===== src/rtl/color_centroid_tracker.sv =====
// color_centroid_tracker
//
// Multi-channel colour-blob tracker. Each pixel is classified against NUM_CH
// colour rules. Every matching pixel updates that channel's count, coordinate
// sums and bounding box. On frame_start the totals are snapshotted and the
// accumulators restart. One shared restoring divider then computes all 2*NUM_CH
// centroid coordinates. The full result set is published in one cycle.
//
// Ports:
//   clk, reset      pixel clock, synchronous active-high reset
//   pixel           {R[17:12], G[11:6], B[5:0]}; only the top 5 bits of each field are used
//   x, y            pixel coordinates, qualified by pixel_valid
//   pixel_valid     pixel/x/y are valid this cycle
//   frame_start     pulse on the first pixel of a frame
//   ch_sel          per channel 2 bits: 0=R, 1=G, 2=B, 3=disabled
//   ch_min, ch_diff per channel 5 bits: main-colour floor, margin over the others
//   min_count       minimum pixel count for a channel to be reported as found
//   included        combinational per-channel classification of the current pixel
//   x_center, y_center, count, bbox, found   published results (bbox = {xmin,xmax,ymin,ymax})
//   result_valid    one-cycle pulse in the cycle the results update
//   busy            divider running
//   overrun         one-cycle pulse when a frame snapshot had to be dropped
module color_centroid_tracker #(
    parameter int unsigned NUM_CH = 2,
    parameter int unsigned X_W    = 11,
    parameter int unsigned Y_W    = 10,
    parameter int unsigned CNT_W  = 20,
    parameter int unsigned X_DEF  = 360,
    parameter int unsigned Y_DEF  = 240
) (
    input  logic                              clk,
    input  logic                              reset,
    input  logic [17:0]                       pixel,
    input  logic [X_W-1:0]                    x,
    input  logic [Y_W-1:0]                    y,
    input  logic                              pixel_valid,
    input  logic                              frame_start,
    input  logic [2*NUM_CH-1:0]               ch_sel,
    input  logic [5*NUM_CH-1:0]               ch_min,
    input  logic [5*NUM_CH-1:0]               ch_diff,
    input  logic [CNT_W-1:0]                  min_count,
    output logic [NUM_CH-1:0]                 included,
    output logic [X_W*NUM_CH-1:0]             x_center,
    output logic [Y_W*NUM_CH-1:0]             y_center,
    output logic [CNT_W*NUM_CH-1:0]           count,
    output logic [2*(X_W+Y_W)*NUM_CH-1:0]     bbox,
    output logic [NUM_CH-1:0]                 found,
    output logic                              result_valid,
    output logic                              busy,
    output logic                              overrun
);

    localparam int unsigned XS_W  = X_W + CNT_W;
    localparam int unsigned YS_W  = Y_W + CNT_W;
    localparam int unsigned DIV_W = ((X_W > Y_W) ? X_W : Y_W) + CNT_W;
    localparam int unsigned BIT_W = $clog2(DIV_W);
    localparam int unsigned CH_W  = (NUM_CH > 1) ? $clog2(NUM_CH) : 1;
    localparam int unsigned IDX_W = CH_W + 1;
    localparam int unsigned BB_W  = 2 * (X_W + Y_W);

    typedef enum logic [1:0] {StIdle, StDiv, StPublish} state_e;

    state_e state_q, state_d;

    // ---------------- classification ----------------
    logic [4:0] r5, g5, b5;
    logic [4:0] main_f [NUM_CH];
    logic [4:0] oth1_f [NUM_CH];
    logic [4:0] oth2_f [NUM_CH];
    logic       unused_pixel;

    assign r5 = pixel[17:13];
    assign g5 = pixel[11:7];
    assign b5 = pixel[5:1];
    assign unused_pixel = ^{pixel[12], pixel[6], pixel[0]};

    always_comb begin
        for (int c = 0; c < int'(NUM_CH); c++) begin
            case (ch_sel[2*c +: 2])
                2'd0:    begin main_f[c] = r5; oth1_f[c] = g5; oth2_f[c] = b5; end
                2'd1:    begin main_f[c] = g5; oth1_f[c] = r5; oth2_f[c] = b5; end
                default: begin main_f[c] = b5; oth1_f[c] = r5; oth2_f[c] = g5; end
            endcase
            // Subtractions are only meaningful once main exceeds both others,
            // which the preceding terms guarantee.
            included[c] = pixel_valid && (ch_sel[2*c +: 2] != 2'd3)
                        && (main_f[c] > ch_min[5*c +: 5])
                        && (main_f[c] > oth1_f[c]) && (main_f[c] > oth2_f[c])
                        && ((main_f[c] - oth1_f[c]) > ch_diff[5*c +: 5])
                        && ((main_f[c] - oth2_f[c]) > ch_diff[5*c +: 5]);
        end
    end

    // ---------------- accumulators ----------------
    logic [CNT_W-1:0] cnt_q  [NUM_CH], cnt_d  [NUM_CH];
    logic [XS_W-1:0]  xsum_q [NUM_CH], xsum_d [NUM_CH];
    logic [YS_W-1:0]  ysum_q [NUM_CH], ysum_d [NUM_CH];
    logic [X_W-1:0]   xmin_q [NUM_CH], xmin_d [NUM_CH];
    logic [X_W-1:0]   xmax_q [NUM_CH], xmax_d [NUM_CH];
    logic [Y_W-1:0]   ymin_q [NUM_CH], ymin_d [NUM_CH];
    logic [Y_W-1:0]   ymax_q [NUM_CH], ymax_d [NUM_CH];

    always_comb begin
        for (int c = 0; c < int'(NUM_CH); c++) begin
            // frame_start clears first so the same-cycle pixel seeds the new frame
            cnt_d[c]  = frame_start ? '0 : cnt_q[c];
            xsum_d[c] = frame_start ? '0 : xsum_q[c];
            ysum_d[c] = frame_start ? '0 : ysum_q[c];
            xmin_d[c] = frame_start ? '1 : xmin_q[c];
            xmax_d[c] = frame_start ? '0 : xmax_q[c];
            ymin_d[c] = frame_start ? '1 : ymin_q[c];
            ymax_d[c] = frame_start ? '0 : ymax_q[c];
            if (included[c]) begin
                cnt_d[c]  = cnt_d[c] + CNT_W'(1);
                xsum_d[c] = xsum_d[c] + XS_W'(x);
                ysum_d[c] = ysum_d[c] + YS_W'(y);
                if (x < xmin_d[c]) xmin_d[c] = x;
                if (x > xmax_d[c]) xmax_d[c] = x;
                if (y < ymin_d[c]) ymin_d[c] = y;
                if (y > ymax_d[c]) ymax_d[c] = y;
            end
        end
    end

    // ---------------- snapshot bank ----------------
    logic [CNT_W-1:0] snap_cnt  [NUM_CH];
    logic [XS_W-1:0]  snap_xsum [NUM_CH];
    logic [YS_W-1:0]  snap_ysum [NUM_CH];
    logic [X_W-1:0]   snap_xmin [NUM_CH];
    logic [X_W-1:0]   snap_xmax [NUM_CH];
    logic [Y_W-1:0]   snap_ymin [NUM_CH];
    logic [Y_W-1:0]   snap_ymax [NUM_CH];

    // A snapshot is only taken when the divider is not using the bank.
    logic accept;
    assign accept = frame_start && (state_q != StDiv);

    always_ff @(posedge clk) begin
        for (int c = 0; c < int'(NUM_CH); c++) begin
            if (reset) begin
                cnt_q[c]     <= '0;
                xsum_q[c]    <= '0;
                ysum_q[c]    <= '0;
                xmin_q[c]    <= '1;
                xmax_q[c]    <= '0;
                ymin_q[c]    <= '1;
                ymax_q[c]    <= '0;
                snap_cnt[c]  <= '0;
                snap_xsum[c] <= '0;
                snap_ysum[c] <= '0;
                snap_xmin[c] <= '1;
                snap_xmax[c] <= '0;
                snap_ymin[c] <= '1;
                snap_ymax[c] <= '0;
            end else begin
                cnt_q[c]  <= cnt_d[c];
                xsum_q[c] <= xsum_d[c];
                ysum_q[c] <= ysum_d[c];
                xmin_q[c] <= xmin_d[c];
                xmax_q[c] <= xmax_d[c];
                ymin_q[c] <= ymin_d[c];
                ymax_q[c] <= ymax_d[c];
                if (accept) begin
                    snap_cnt[c]  <= cnt_q[c];
                    snap_xsum[c] <= xsum_q[c];
                    snap_ysum[c] <= ysum_q[c];
                    snap_xmin[c] <= xmin_q[c];
                    snap_xmax[c] <= xmax_q[c];
                    snap_ymin[c] <= ymin_q[c];
                    snap_ymax[c] <= ymax_q[c];
                end
            end
        end
    end

    // ---------------- shared serial divider ----------------
    // Division index order: ch0 x, ch0 y, ch1 x, ... (LSB selects y).
    logic [DIV_W-1:0] quo_q, quo_nx, next_dividend;
    logic [CNT_W-1:0] rem_q, rem_nx, divisor;
    logic [CNT_W:0]   rem_sh, rem_sub;
    logic             rem_ge, unused_rem;
    logic [BIT_W-1:0] bit_q;
    logic [IDX_W-1:0] idx_q, idx_nx;
    logic [CH_W-1:0]  div_ch, nx_ch;
    logic             bit_end, last_step;

    assign div_ch    = idx_q[IDX_W-1:1];
    assign idx_nx    = idx_q + IDX_W'(1);
    assign nx_ch     = idx_nx[IDX_W-1:1];
    assign divisor   = snap_cnt[div_ch];
    assign bit_end   = (state_q == StDiv) && (bit_q == BIT_W'(DIV_W - 1));
    assign last_step = bit_end && (idx_q == IDX_W'(2 * NUM_CH - 1));

    always_comb begin
        rem_sh        = {rem_q, quo_q[DIV_W-1]};
        rem_ge        = rem_sh >= {1'b0, divisor};
        rem_sub       = rem_sh - {1'b0, divisor};
        rem_nx        = rem_ge ? rem_sub[CNT_W-1:0] : rem_sh[CNT_W-1:0];
        quo_nx        = {quo_q[DIV_W-2:0], rem_ge};
        next_dividend = idx_nx[0] ? DIV_W'(snap_ysum[nx_ch]) : DIV_W'(snap_xsum[nx_ch]);
    end
    assign unused_rem = rem_sub[CNT_W];

    always_ff @(posedge clk) begin
        if (reset) begin
            quo_q <= '0;
            rem_q <= '0;
            bit_q <= '0;
            idx_q <= '0;
        end else if (accept) begin
            // The bank loads on this same edge, so take ch0 x straight from the accumulator.
            quo_q <= DIV_W'(xsum_q[0]);
            rem_q <= '0;
            bit_q <= '0;
            idx_q <= '0;
        end else if (state_q == StDiv) begin
            if (bit_end) begin
                quo_q <= next_dividend;
                rem_q <= '0;
                bit_q <= '0;
                idx_q <= idx_nx;
            end else begin
                quo_q <= quo_nx;
                rem_q <= rem_nx;
                bit_q <= bit_q + BIT_W'(1);
            end
        end
    end

    // Quotient staging; the _d view includes the quotient finishing this cycle so the
    // final division can be published on the same edge.
    logic [X_W-1:0] xq_q [NUM_CH], xq_d [NUM_CH];
    logic [Y_W-1:0] yq_q [NUM_CH], yq_d [NUM_CH];

    always_comb begin
        xq_d = xq_q;
        yq_d = yq_q;
        if (bit_end) begin
            if (idx_q[0]) yq_d[div_ch] = quo_nx[Y_W-1:0];
            else          xq_d[div_ch] = quo_nx[X_W-1:0];
        end
    end

    // ---------------- published outputs ----------------
    logic [X_W-1:0]   xc_q   [NUM_CH];
    logic [Y_W-1:0]   yc_q   [NUM_CH];
    logic [CNT_W-1:0] cnto_q [NUM_CH];
    logic [BB_W-1:0]  bb_q   [NUM_CH];
    logic [NUM_CH-1:0] found_q;
    logic              overrun_q;
    logic              ok [NUM_CH];

    always_comb begin
        for (int c = 0; c < int'(NUM_CH); c++) begin
            ok[c] = (snap_cnt[c] != '0) && (snap_cnt[c] >= min_count);
        end
    end

    always_ff @(posedge clk) begin
        if (reset) begin
            found_q   <= '0;
            overrun_q <= 1'b0;
            for (int c = 0; c < int'(NUM_CH); c++) begin
                xq_q[c]   <= '0;
                yq_q[c]   <= '0;
                xc_q[c]   <= X_W'(X_DEF);
                yc_q[c]   <= Y_W'(Y_DEF);
                cnto_q[c] <= '0;
                bb_q[c]   <= {{X_W{1'b1}}, {X_W{1'b0}}, {Y_W{1'b1}}, {Y_W{1'b0}}};
            end
        end else begin
            overrun_q <= frame_start && (state_q == StDiv);
            for (int c = 0; c < int'(NUM_CH); c++) begin
                xq_q[c] <= xq_d[c];
                yq_q[c] <= yq_d[c];
                if (last_step) begin
                    xc_q[c]    <= ok[c] ? xq_d[c] : X_W'(X_DEF);
                    yc_q[c]    <= ok[c] ? yq_d[c] : Y_W'(Y_DEF);
                    cnto_q[c]  <= snap_cnt[c];
                    bb_q[c]    <= {snap_xmin[c], snap_xmax[c], snap_ymin[c], snap_ymax[c]};
                    found_q[c] <= ok[c];
                end
            end
        end
    end

    for (genvar c = 0; c < NUM_CH; c++) begin : g_out
        assign x_center[c*X_W +: X_W]     = xc_q[c];
        assign y_center[c*Y_W +: Y_W]     = yc_q[c];
        assign count[c*CNT_W +: CNT_W]    = cnto_q[c];
        assign bbox[c*BB_W +: BB_W]       = bb_q[c];
    end
    assign found   = found_q;
    assign overrun = overrun_q;

    // ---------------- FSM ----------------
    always_ff @(posedge clk) begin
        if (reset) state_q <= StIdle;
        else       state_q <= state_d;
    end

    always_comb begin
        state_d = state_q;
        case (state_q)
            StIdle:    if (frame_start) state_d = StDiv;
            StDiv:     if (last_step)   state_d = StPublish;
            StPublish: state_d = frame_start ? StDiv : StIdle;
            default:   state_d = StIdle;
        endcase
    end

    always_comb begin
        busy         = (state_q == StDiv);
        result_valid = (state_q == StPublish);
    end

endmodule


===== config.mk =====
export PLATFORM = sky130hd
export DESIGN_NAME = color_centroid_tracker
export DESIGN_NICKNAME = d
export VERILOG_FILES = /design/src/rtl/color_centroid_tracker.sv
export SDC_FILE = /design/constraint.sdc
export NUM_CORES = 2
export LEC_CHECK = 0
export CORE_ASPECT_RATIO = 0.9
export CORE_MARGIN = 3
export CORE_UTILIZATION = 29
export DETAILED_ROUTE_END_ITERATION = 7
export GPL_ROUTABILITY_DRIVEN = 0
export PLACE_DENSITY_LB_ADDON = 0.08
export RECOVER_POWER = 100
export SYNTH_ARGS = -nofsm -noshare
export SYNTH_HDL_FRONTEND = slang
export SYNTH_SLANG_ARGS = --single-unit

===== constraint.sdc =====
create_clock -name clk -period 30.8 [get_ports clk]
set_input_delay 4.62 -clock clk [delete_from_list [all_inputs] [get_ports clk]]
set_output_delay 4.62 -clock clk [all_outputs]
set_load 0.05 [all_outputs]

==> metrics.txt <==
outcome=complete, but fails checks; failing checks=capacitance limit, slew limit; final setup TNS=0 ps; cts repair resizes=0; CP max stage delay=2390 ps; Antenna Nets Post-Route=0; Fill cells=13.4k; GRT Util Overall=17.1%; num rows=126; vias in the first global route=28.0k; fin crit period=18370 ps; period utilization=59.6%; commonest non-fill, non-tap cells in the layout=412 x edfxtp_1, 352 x dfxtp_1, 332 x nor2_1; cells after synthesis=3714; Least-Margin Pin Slew=4140 ps; CTS Buf Count=93; Crit-path slowest cell=nor2_1; via count=27.9k; average wire per cell in the routed design=20.9 um; Routed Wire Length=120000 um; Leak=16.8 nW; fmax=0.0544 GHz; antenna violations before repair=0; chip width=392 um; Starting Density=29.4%; Clock Path Buffers=3; first-pass GRT wire length=182000 um; Worst path most repeated cell=clkbuf_1; net count after synthesis=4045; Max Cap Viol=27; CTS tree=built; placed instance area=43300 um2; design area=46200 um2; Nets=4255; Netlist cell types=91; DRT iter0 DRCs=1771; Data arrival, critical path=18980 ps; RSZ-0062 raised after global routing=false; area of the mapped netlist=38900 um2; Placed Cells incl. Taps=5557; Area Growth Syn to Fin=18.7%; Synth Flop Type=edfxtp_1; I/O pin count=260; clk root buf=clkbuf_16; ys async rst share=0%; Synthesis Warnings=0; cell breakdown of the critical path=clkbuf_1 > clkbuf_1 > clkbuf_1 > nand2_1 > nor2_1 > clkbuf_1 > clkbuf_1 > and2_0 > o21bai_1; vias per cell=4.87; crit end category=register; clk sinks=764; CP startpoint kind=input pin; Critical Path RT=31410 ps; worst-path maximum fanout=71; Fin. Hold Viols=0; final slew viol count=1203; Die Area=139000 um2; share of layout cells above drive strength 1=6.12%; drt first pass iters=7; chip height=353 um; category of the critical setup timing path=input pin to register; PortBufs=256; pwr dens=52.9 nW/um2; Final HPWL DP=80200 um; total grt overflow=0; DR DRC count=0; Hold-fix buffers, CTS=0; Worst-path clk slew=60 ps; Slew Limit Headroom=-176%; # setup viols final=0; post-CTS setup buffer count=0; HP Class=register to register; Synth Area per Inst=10.5 um2; clk_skew=30.6 ps; Post-synth EDFFs=412; commonest non-fill, non-tap cell in the layout=edfxtp_1; clk_lat worst skew=690 ps; H-tree depth=3; ANT cells=0; Peak VDD IR=42.4 uV; post-synthesis sequential area ratio=49.9%; pin count of the biggest net entering global routing=127; fin cells=5732; register bit count reported by yosys=764; Layout Utilization=34.9%; Core Region=132000 um2
==> worst paths after layout <==
check / end / cells after the start / start / slack, ps
max: quo_q[15] / 9 / frame_start / 12430
min: found[0] / 2 / found[0] / 450
max reg2reg: snap_xsum[1][15] / 7 / state_q[1] / 20630
min reg2reg: found[0] / 2 / found[0] / 450
==> sequential cells by signal, summed over array words and instances (netlist names), 20 cells and up, named ones only <==
register / flops
xmax_q: 22
snap_xmin: 22
snap_ysum: 60
xq_q: 22
bb_q: 84
snap_cnt: 40
snap_xmax: 22
quo_q: 31
yc_q: 20
xc_q: 22
ymin_q: 20
xsum_q: 62
snap_xsum: 62
xmin_q: 22
snap_ymin: 20
cnt_q: 40
rem_q: 20
snap_ymax: 20
ysum_q: 60
cnto_q: 40
ymax_q: 20
yq_q: 20
==> layer usage <==
metal / part of all wire [%] / vias up / track usage [%] / wire, um
met5: 0 / - / 0 / 0
met4: 2.3 / 0 / 4.36 / 2720
met3: 3.4 / 141 / 2.49 / 4050
met2: 45 / 484 / 26.8 / 53800
met1: 50 / 13500 / 24.6 / 59400
li1: - / 13800 / - / -
==> final cells by class <==
type                    instances  area [um2]  area share, %
inverters                     118         447          0.968
well taps                    1728        2160           4.68
clock inverters                53         493           1.07
clock buffers                 122        2550           5.52
multi-input cells            2632       18200           39.4
repair buffers                315        2930           6.34
flip-flops and latches        764       19400           42.1
==> critical path, delay by kind of cell <==
kind	cells	cell delay (ps)
and+or+nand+nor	3	4180
buffers and inverters	5	9870
AOI/OAI and AO/OA	1	150
==> synth_stat cells, types with 91 or more instances <==
cell type,instances,area [um2]
ha_1,235,2940
mux2i_1,206,2060
dfxtp_1,352,7050
edfxtp_1,412,12400
nand2_1,298,1120
clkbuf_1,146,548
and2_1,286,1790
nor2_1,334,1250
a21oi_1,167,836
or3_1,91,569
inv_1,118,443
o21ai_0,123,616
==> stage by stage <==
stage,hold slack [ps],power [W],setup WS [ps]
2_1_floorplan,425,0.00128,13590
3_3_place_gp,434,0.00136,15230
3_5_place_dp,441,0.00136,15200
4_1_cts,449,0.00249,15170
5_1_grt,469,0.00254,10660
6_report,445,0.00244,12430
==> cells by family after synthesis <==
family | Yosys count | share of synthesized area, %
flops | 764 | 49.9
compound gates | 575 | 9.66
mux | 256 | 7.45
simple gates | 1468 | 19.6
buf+inv | 318 | 3.29
fa+ha+maj | 245 | 8.05
xor+xnor | 88 | 1.98
==> power by group <==
part           switching, W  internal, W  total (W)
clock network      0.000458     0.000650    0.00111
logic              0.000149    0.0000730   0.000222
registers         0.0000164      0.00110    0.00111
total              0.000623      0.00182    0.00244
(Power assumes the default switching activity.)
